$ cat src/rtl/imm_ext_pkg.sv
// Shared definitions for the immediate-extension stage: mode encodings and mode type.
package imm_ext_pkg;

    localparam logic [1:0] MODE_SEXT   = 2'd0;
    localparam logic [1:0] MODE_ZEXT   = 2'd1;
    localparam logic [1:0] MODE_LUI    = 2'd2;
    localparam logic [1:0] MODE_BRANCH = 2'd3;

    typedef enum logic [1:0] {
        ModeSext   = 2'd0,
        ModeZext   = 2'd1,
        ModeLui    = 2'd2,
        ModeBranch = 2'd3
    } imm_mode_e;

endpackage

$ cat src/rtl/imm_ext_core.sv
// Combinational immediate extender: sign, zero, upper-load and branch-offset modes.
module imm_ext_core
    import imm_ext_pkg::*;
#(
    parameter int unsigned IN_W  = 16,
    parameter int unsigned OUT_W = 32
) (
    input  logic [IN_W-1:0]  imm,
    input  logic [1:0]       mode,
    output logic [OUT_W-1:0] ext
);

    logic [OUT_W-1:0] sext;
    logic [OUT_W-1:0] zext;
    logic [OUT_W-1:0] lui;
    logic [OUT_W-1:0] branch;

    // Size casts avoid zero-width replications when IN_W equals OUT_W.
    assign sext   = OUT_W'($signed(imm));
    assign zext   = OUT_W'(imm);
    // Shifting by the full width yields zero, which is the required truncation.
    assign lui    = zext << IN_W;
    assign branch = sext << 2;

    always_comb begin
        ext = sext;
        case (mode)
            MODE_SEXT:   ext = sext;
            MODE_ZEXT:   ext = zext;
            MODE_LUI:    ext = lui;
            MODE_BRANCH: ext = branch;
            default:     ext = sext;
        endcase
    end

endmodule

$ cat src/rtl/imm_ext_stage.sv
// Pipelined immediate-extension stage with valid/ready handshake and a one-entry skid
// behind the output register, so downstream stalls never drop an accepted immediate.
module imm_ext_stage
    import imm_ext_pkg::*;
#(
    parameter int unsigned IN_W  = 16,
    parameter int unsigned OUT_W = 32,
    parameter int unsigned TAG_W = 5
) (
    input  logic             clk,
    input  logic             reset,
    input  logic             in_valid,
    output logic             in_ready,
    input  logic [IN_W-1:0]  in_imm,
    input  logic [1:0]       in_mode,
    input  logic [TAG_W-1:0] in_tag,
    output logic             out_valid,
    input  logic             out_ready,
    output logic [OUT_W-1:0] out_data,
    output logic [TAG_W-1:0] out_tag
);

    logic [OUT_W-1:0] in_ext;

    logic             out_valid_q, out_valid_d;
    logic [OUT_W-1:0] out_data_q,  out_data_d;
    logic [TAG_W-1:0] out_tag_q,   out_tag_d;
    logic             skid_full_q, skid_full_d;
    logic [OUT_W-1:0] skid_data_q, skid_data_d;
    logic [TAG_W-1:0] skid_tag_q,  skid_tag_d;

    logic in_fire;
    logic out_free;

    imm_ext_core #(
        .IN_W  (IN_W),
        .OUT_W (OUT_W)
    ) u_core (
        .imm  (in_imm),
        .mode (in_mode),
        .ext  (in_ext)
    );

    assign in_ready = ~skid_full_q;
    assign in_fire  = in_valid & in_ready;
    // Output register may be overwritten when empty or retiring this cycle.
    assign out_free = ~out_valid_q | out_ready;

    always_comb begin
        out_valid_d = out_valid_q;
        out_data_d  = out_data_q;
        out_tag_d   = out_tag_q;
        skid_full_d = skid_full_q;
        skid_data_d = skid_data_q;
        skid_tag_d  = skid_tag_q;

        if (out_free) begin
            if (skid_full_q) begin
                out_valid_d = 1'b1;
                out_data_d  = skid_data_q;
                out_tag_d   = skid_tag_q;
                skid_full_d = 1'b0;
                // Older entry goes out first; any concurrent beat waits in the skid.
                if (in_fire) begin
                    skid_full_d = 1'b1;
                    skid_data_d = in_ext;
                    skid_tag_d  = in_tag;
                end
            end else if (in_fire) begin
                out_valid_d = 1'b1;
                out_data_d  = in_ext;
                out_tag_d   = in_tag;
            end else begin
                out_valid_d = 1'b0;
            end
        end else if (in_fire) begin
            skid_full_d = 1'b1;
            skid_data_d = in_ext;
            skid_tag_d  = in_tag;
        end
    end

    always_ff @(posedge clk) begin
        if (reset) begin
            out_valid_q <= 1'b0;
            out_data_q  <= '0;
            out_tag_q   <= '0;
            skid_full_q <= 1'b0;
            skid_data_q <= '0;
            skid_tag_q  <= '0;
        end else begin
            out_valid_q <= out_valid_d;
            out_data_q  <= out_data_d;
            out_tag_q   <= out_tag_d;
            skid_full_q <= skid_full_d;
            skid_data_q <= skid_data_d;
            skid_tag_q  <= skid_tag_d;
        end
    end

    assign out_valid = out_valid_q;
    assign out_data  = out_data_q;
    assign out_tag   = out_tag_q;

endmodule
$ cat config.mk
export PLATFORM = sky130hd
export DESIGN_NAME = imm_ext_stage
export DESIGN_NICKNAME = d
export VERILOG_FILES = /design/src/rtl/imm_ext_pkg.sv /design/src/rtl/imm_ext_core.sv /design/src/rtl/imm_ext_stage.sv
export SDC_FILE = /design/constraint.sdc
export NUM_CORES = 1
export LEC_CHECK = 0
export CAP_MARGIN = 20
export CELL_PAD_IN_SITES_DETAIL_PLACEMENT = 1
export CELL_PAD_IN_SITES_GLOBAL_PLACEMENT = 2
export CORE_MARGIN = 5
export CORE_UTILIZATION = 29
export DETAILED_ROUTE_END_ITERATION = 6
export GPL_TIMING_DRIVEN = 1
export PLACE_DENSITY_LB_ADDON = 0.1
export SYNTH_ARGS = -nofsm -noshare
export SYNTH_HDL_FRONTEND = slang
export SYNTH_SLANG_ARGS = --single-unit
$ cat constraint.sdc
create_clock -name clk -period 1.3 [get_ports clk]
set_input_delay 0.26 -clock clk [delete_from_list [all_inputs] [get_ports clk]]
set_output_delay 0.26 -clock clk [all_outputs]
set_load 0.05 [all_outputs]
### Yosys cells after proc, flatten, opt, wreduce, memory -nomap -nowiden

Cells that the tools add are included.

| operators by class | value |
|---|---|
| equal/unequal tests | 4 |
| mux-type cells | 16 |
| bitwise operators | 4 |
| reduce and logical (&&, ||, !) cells | 4 |

Operators by type and width:

| cell | number |
|---|---|
| $mux W32 | 5 |
| $pmux W32 S4 | 1 |
| $mux W5 | 5 |
| $mux W1 | 5 |
| $eq A2 B2 Y1 const B | 2 |
| $reduce_bool A2 Y1 | 2 |
| $eq A2 B1 Y1 const B | 1 |
| $logic_not A2 Y1 | 1 |
| $ne A2 B2 Y1 const B | 1 |
| $not A1 Y1 | 2 |
| $reduce_and A2 Y1 | 1 |
| $and A1 B1 Y1 | 1 |
| $or A1 B1 Y1 | 1 |

| storage, ports and cells | value |
|---|---|
| register bits after elaboration | 76 |
| output and inout port bits | 39 |

### Logic depth before layout (Yosys ltp)

| logic depth | value |
|---|---|
| depth after elaboration | 5 |
| mapped depth | 6 |
| mapped depth without buffers | 3 |

### By module

Synthesis repeated with hierarchy kept, for this count alone.

| unflattened totals | value |
|---|---|
| cells, all modules | 399 |
| area total of the unflattened synthesis | 3726.1 um2 |

Modules (own cells, without submodules):

| module | instances | cells each | area each (um2) | seq. area each (um2) |
|---|---|---|---|---|
| imm_ext_stage | 1 | 340 | 3215.6 | 1521.5 |
| imm_ext_core | 1 | 59 | 510.5 | 0.0 |

### Least setup slack after synthesis

Ideal clock, no wire load.

| path | value |
|---|---|
| kind | register -> register |
| start point | register skid_full_q |
| end point | register out_data_q[4], in the netlist out_data[4] |
| arrival | 1.472 ns |
| data required time | 1.212 ns |
| setup slack | -0.260 ns |
| stages on the path, launching flop included | 6 |
| buffers on the path | 2 |
| period minus slack after synthesis | 1.560 ns |
| cell sequence | dfxtp_1 > buf_6 > inv_2 > clkbuf_1 > o2111ai_1 > o32ai_2 |

| on the way | value |
|---|---|
| longest elaborated chain between the ends | 4 |
| elaborated cells between the ends (all ways) | 5 |
| classes of those cells | mux (1); bitwise (2); reduce/logical (2) |

Ends and longest elaborated chain:

| element | RTL line | text |
|---|---|---|
| start, declared | imm_ext_stage.sv:28 | `logic skid_full_q, skid_full_d;` |
| start signal, assigned | imm_ext_stage.sv:95 | `skid_full_q <= skid_full_d;` |
| $not A1 Y1 | imm_ext_stage.sv:44 | `assign in_ready = ~skid_full_q;` |
| named net in_ready | imm_ext_stage.sv:13 | `output logic in_ready,` |
| $and A1 B1 Y1 | imm_ext_stage.sv:45 | `assign in_fire = in_valid & in_ready;` |
| $reduce_bool A2 Y1 (no source line) | n/a |  |
| $reduce_and A2 Y1 (no source line) | n/a |  |
| end signal, assigned | imm_ext_stage.sv:93 | `out_data_q <= out_data_d;` |
| end, declared | imm_ext_stage.sv:26 | `logic [OUT_W-1:0] out_data_q, out_data_d;` |

The timed path passes the listed nets, and every way through them passes these cells.
A chain may end at the register's enable or synchronous reset.

### Worst setup path after layout

| path | value |
|---|---|
| start point | register skid_full_q |
| end point | output port in_ready |

| on the way | value |
|---|---|
| longest elaborated chain between the ends | 1 |

Ends and longest elaborated chain:

| element | RTL line |
|---|---|
| $not A1 Y1 | imm_ext_stage.sv:44 |
| end, declared | imm_ext_stage.sv:13 |

No other way between the ends.

==> run metrics <==
Post-DRT Antenna Nets=0; via count of the first global-routing pass=3850; via count=3642; mean post-synth cell area=9.21 µm²; beginning of the worst hold path=in_imm[0]; biggest area consumer among synthesized cells=dfxtp_1; Top Ports=66; Cell Area, Synth=3790 µm²; Mapped Cells=411; Power Density=1090 nW/µm²; Critical-path top delay cell=dfxtp_4; Async S/R FF share, synth=0%; port bufs=65; CTS tree=done; reg-to-reg slack, setup=-0.08 ns; reg2reg start=skid_full_q; Slew @ Worst Pin=0.665 ns; H-tree depth=3; WL per Instance=20.1 µm; top_reg_cell synth=dfxtp_1; Distinct cells, synth=43; Tmin final=1.38 ns; Finished Cell Area=6000 µm²; pin count of the biggest net entering global routing=49; slowest stage delay, CP=0.37 ns; final-layout fill cell count=1422; Syn Nets=438; VDD IR-drop max=672 µV; worst r2r dst=out_data[29]; worst reg2reg path depth=6; failing checks=setup timing; die width=124 µm; Static Leak=2.18 nW; CP Launch Type=flip-flop; placed cell areas=5290 µm²; Final HPWL DP=9140 µm; WHS Endpoint=skid_data_q[0]; Iter 0 DRT Violations=130; critical path's top delay family=buffers and inverters; gr ovfl total=0; share of cells above drive strength 1=39.2%; Die Ht=124 µm; GPL Wtd Cong=0.816; sequential cell area=1530 µm²; Design Power=6.55 mW; row count=41; final setup vio count=16; clk root buf=clkbuf_16; FF+latch count, synth=76; clock buffer depth=2; initial antenna violation count=0; Area Overhead vs Synth=58.5%; WHS Path Cells=4; WL final=13700 µm; Post-synth EDFFs=0; Clock Pin Slew Worst Setup and Hold Paths=0.06 ns; slew margin rel.=55.7%; vias per cell=5.34; Multi-input gate area=2190 µm²; Max Slew Vio Count=0; router iterations before antenna repair=4; CP Max Fanout=5; max capacitance violation total=0; Final Cycle Share=106%; full die area=15400 µm²; DRC=0; Antenna Cells=0; fraction of the yosys area taken by sequential cells=40.2%; global-route wire length before repair=21800 µm; Most common cell on crit path=buf_12; Sink Count=76; critical path startpoint=skid_full_q; global-route usage over all layers=17.5%; CTS buffer count=9; share of the synthesized area in the top cell type=40.2%; CP arrival=1.12 ns; Final WS setup=-0.0845 ns; unrepaired setup endpoints after global routing=yes; core area=12700 µm²; crit path kind=flip-flop to output pin; Clk Latency, worst-skew pair=0.34 ns; data required time of the worst path=1.04 ns; Hold Buf Count CTS=0; number of hold violations in the final report=0; Worst Setup End Kind=output pin; status=finished with violations; Starting Density=29.8%; hold crit path type=input pin to flip-flop; Net count, final=532; Max Clk Rate=0.722 GHz; ordered cell list for the critical path=buf_8 -> inv_8 -> buf_12 -> buf_12; Area contributors post-synth=dfxtp_1 (40%), a211oi_1 (6.3%), mux2i_1 (5.0%); clock skew=0.00668 ns; YS warnings=0; Worst Path Buf+Inv=4
## per-stage QoR
| step | setup TNS [ns] | hold WS [ns] | util, % | std cells | setup slack, ns |
|---|---|---|---|---|---|
| final | -0.819 | 0.436 | 47.2 | 682 | -0.0845 |
| after global routing | -2.20 | 0.450 | 47.2 | 682 | -0.123 |
| after CTS | -1.16 | 0.435 | 45.2 | 682 | -0.0959 |
| after detailed placement | -34.38 | 0.451 | 41.5 | 658 | -0.581 |
| after global placement | -33.20 | 0.443 | 41.5 | 658 | -0.590 |
| after floorplan | -0.0226 | 0.396 | - | 411 | -0.0226 |
## power by group
part / internal (mW) / switching (mW) / total (mW)
Combinational: 0.805 / 0.878 / 1.68
Sequential: 2.46 / 0.122 / 2.58
Clock: 1.34 / 0.951 / 2.29
Total: 4.60 / 1.95 / 6.55
## worst register-to-register path: cells and delay by family (launching register included)
kind	cells	cell delay [ns]
buffers and inverters	3	0.41
flip-flops	1	0.36
AO/OA/AOI/OAI	3	0.50
## sequential cells by signal (all words and copies together), names as in the netlist
name         count
out_valid        1
out_tag          5
skid_full_q      1
out_data        32
skid_data_q     32
skid_tag_q       5
## synth_stat cells (all sizes together) (3+ instances only)
| cell type | number |
|---|---|
| o2111ai | 14 |
| nor3 | 14 |
| inv | 17 |
| o32ai | 14 |
| nor2 | 15 |
| a211oi | 33 |
| nor2b | 13 |
| dfxtp | 76 |
| nand2 | 19 |
| o2111a | 14 |
| a32o | 14 |
| clkbuf | 18 |
| nand3 | 4 |
| buf | 31 |
| a311oi | 3 |
| mux2i | 19 |
| a21oi | 36 |
| o21ai | 28 |
| or2 | 15 |
## layer usage
layer | share of wire (%) | global-route usage (%) | vias to the layer above
met4 | 1.4 | 4.77 | 0
li1 | - | - | 1736
met3 | 4.0 | 5.19 | 16
met5 | 0 | 0 | -
met2 | 50 | 29.1 | 67
met1 | 45 | 22.2 | 1823
## repair_timing
item | in CTS | in global routing
cloned | 1 | 0
pin swaps | 1 | 4
setup endpoints to repair | 70 | 56
setup buffers | 7 | 0
gates resized for setup | 43 | 49
## placed cells by master (no fill, tap or decap), types with 4 or more instances in the layout
master           instances
dfxtp_1                 74
buf_12                  49
buf_4                   46
a21oi_1                 35
a211oi_2                22
mux2i_1                 19
clkdlybuf4s50_1         19
nand2_1                 18
o21ai_0                 18
inv_1                   16
nor2_1                  15
o2111a_1                14
a32o_1                  14
or2_2                   14
nor3_1                  14
nor2b_1                 13
o2111ai_2               11
o32ai_2                 11
a211oi_1                11
clkbuf_16                9
buf_6                    7
o21ai_1                  6
o21ai_2                  4
nand3_1                  4
clkbuf_1                 4
dlygate4sd2_1            4
## worst max-delay path by stage
stage / end / slack (ns) / cells after the start
after floorplan: out_data[4] / -0.02 / 5
after global placement: out_data[26] / -0.59 / 5
after detailed placement: out_data[29] / -0.58 / 5
after CTS: in_ready / -0.1 / 4
after global routing: out_data[29] / -0.12 / 6
final: in_ready / -0.08 / 4
## logic make-up after synthesis
kind of cell	synth area share (%)
and+or+nand+nor	12.3
buffers and inverters	9.91
DFF	40.2
AOI/OAI and AO/OA	32.3
muxes	5.32
## final cells by class
class	count	share of cell area, %
well taps	172	3.59
inverters	17	1.19
flip-flops and latches	76	25.5
repair buffers	132	28.8
multi-input cells	269	36.5
clock buffers	14	4.23
clock inverters	2	0.167
(Power assumes the default switching activity.)
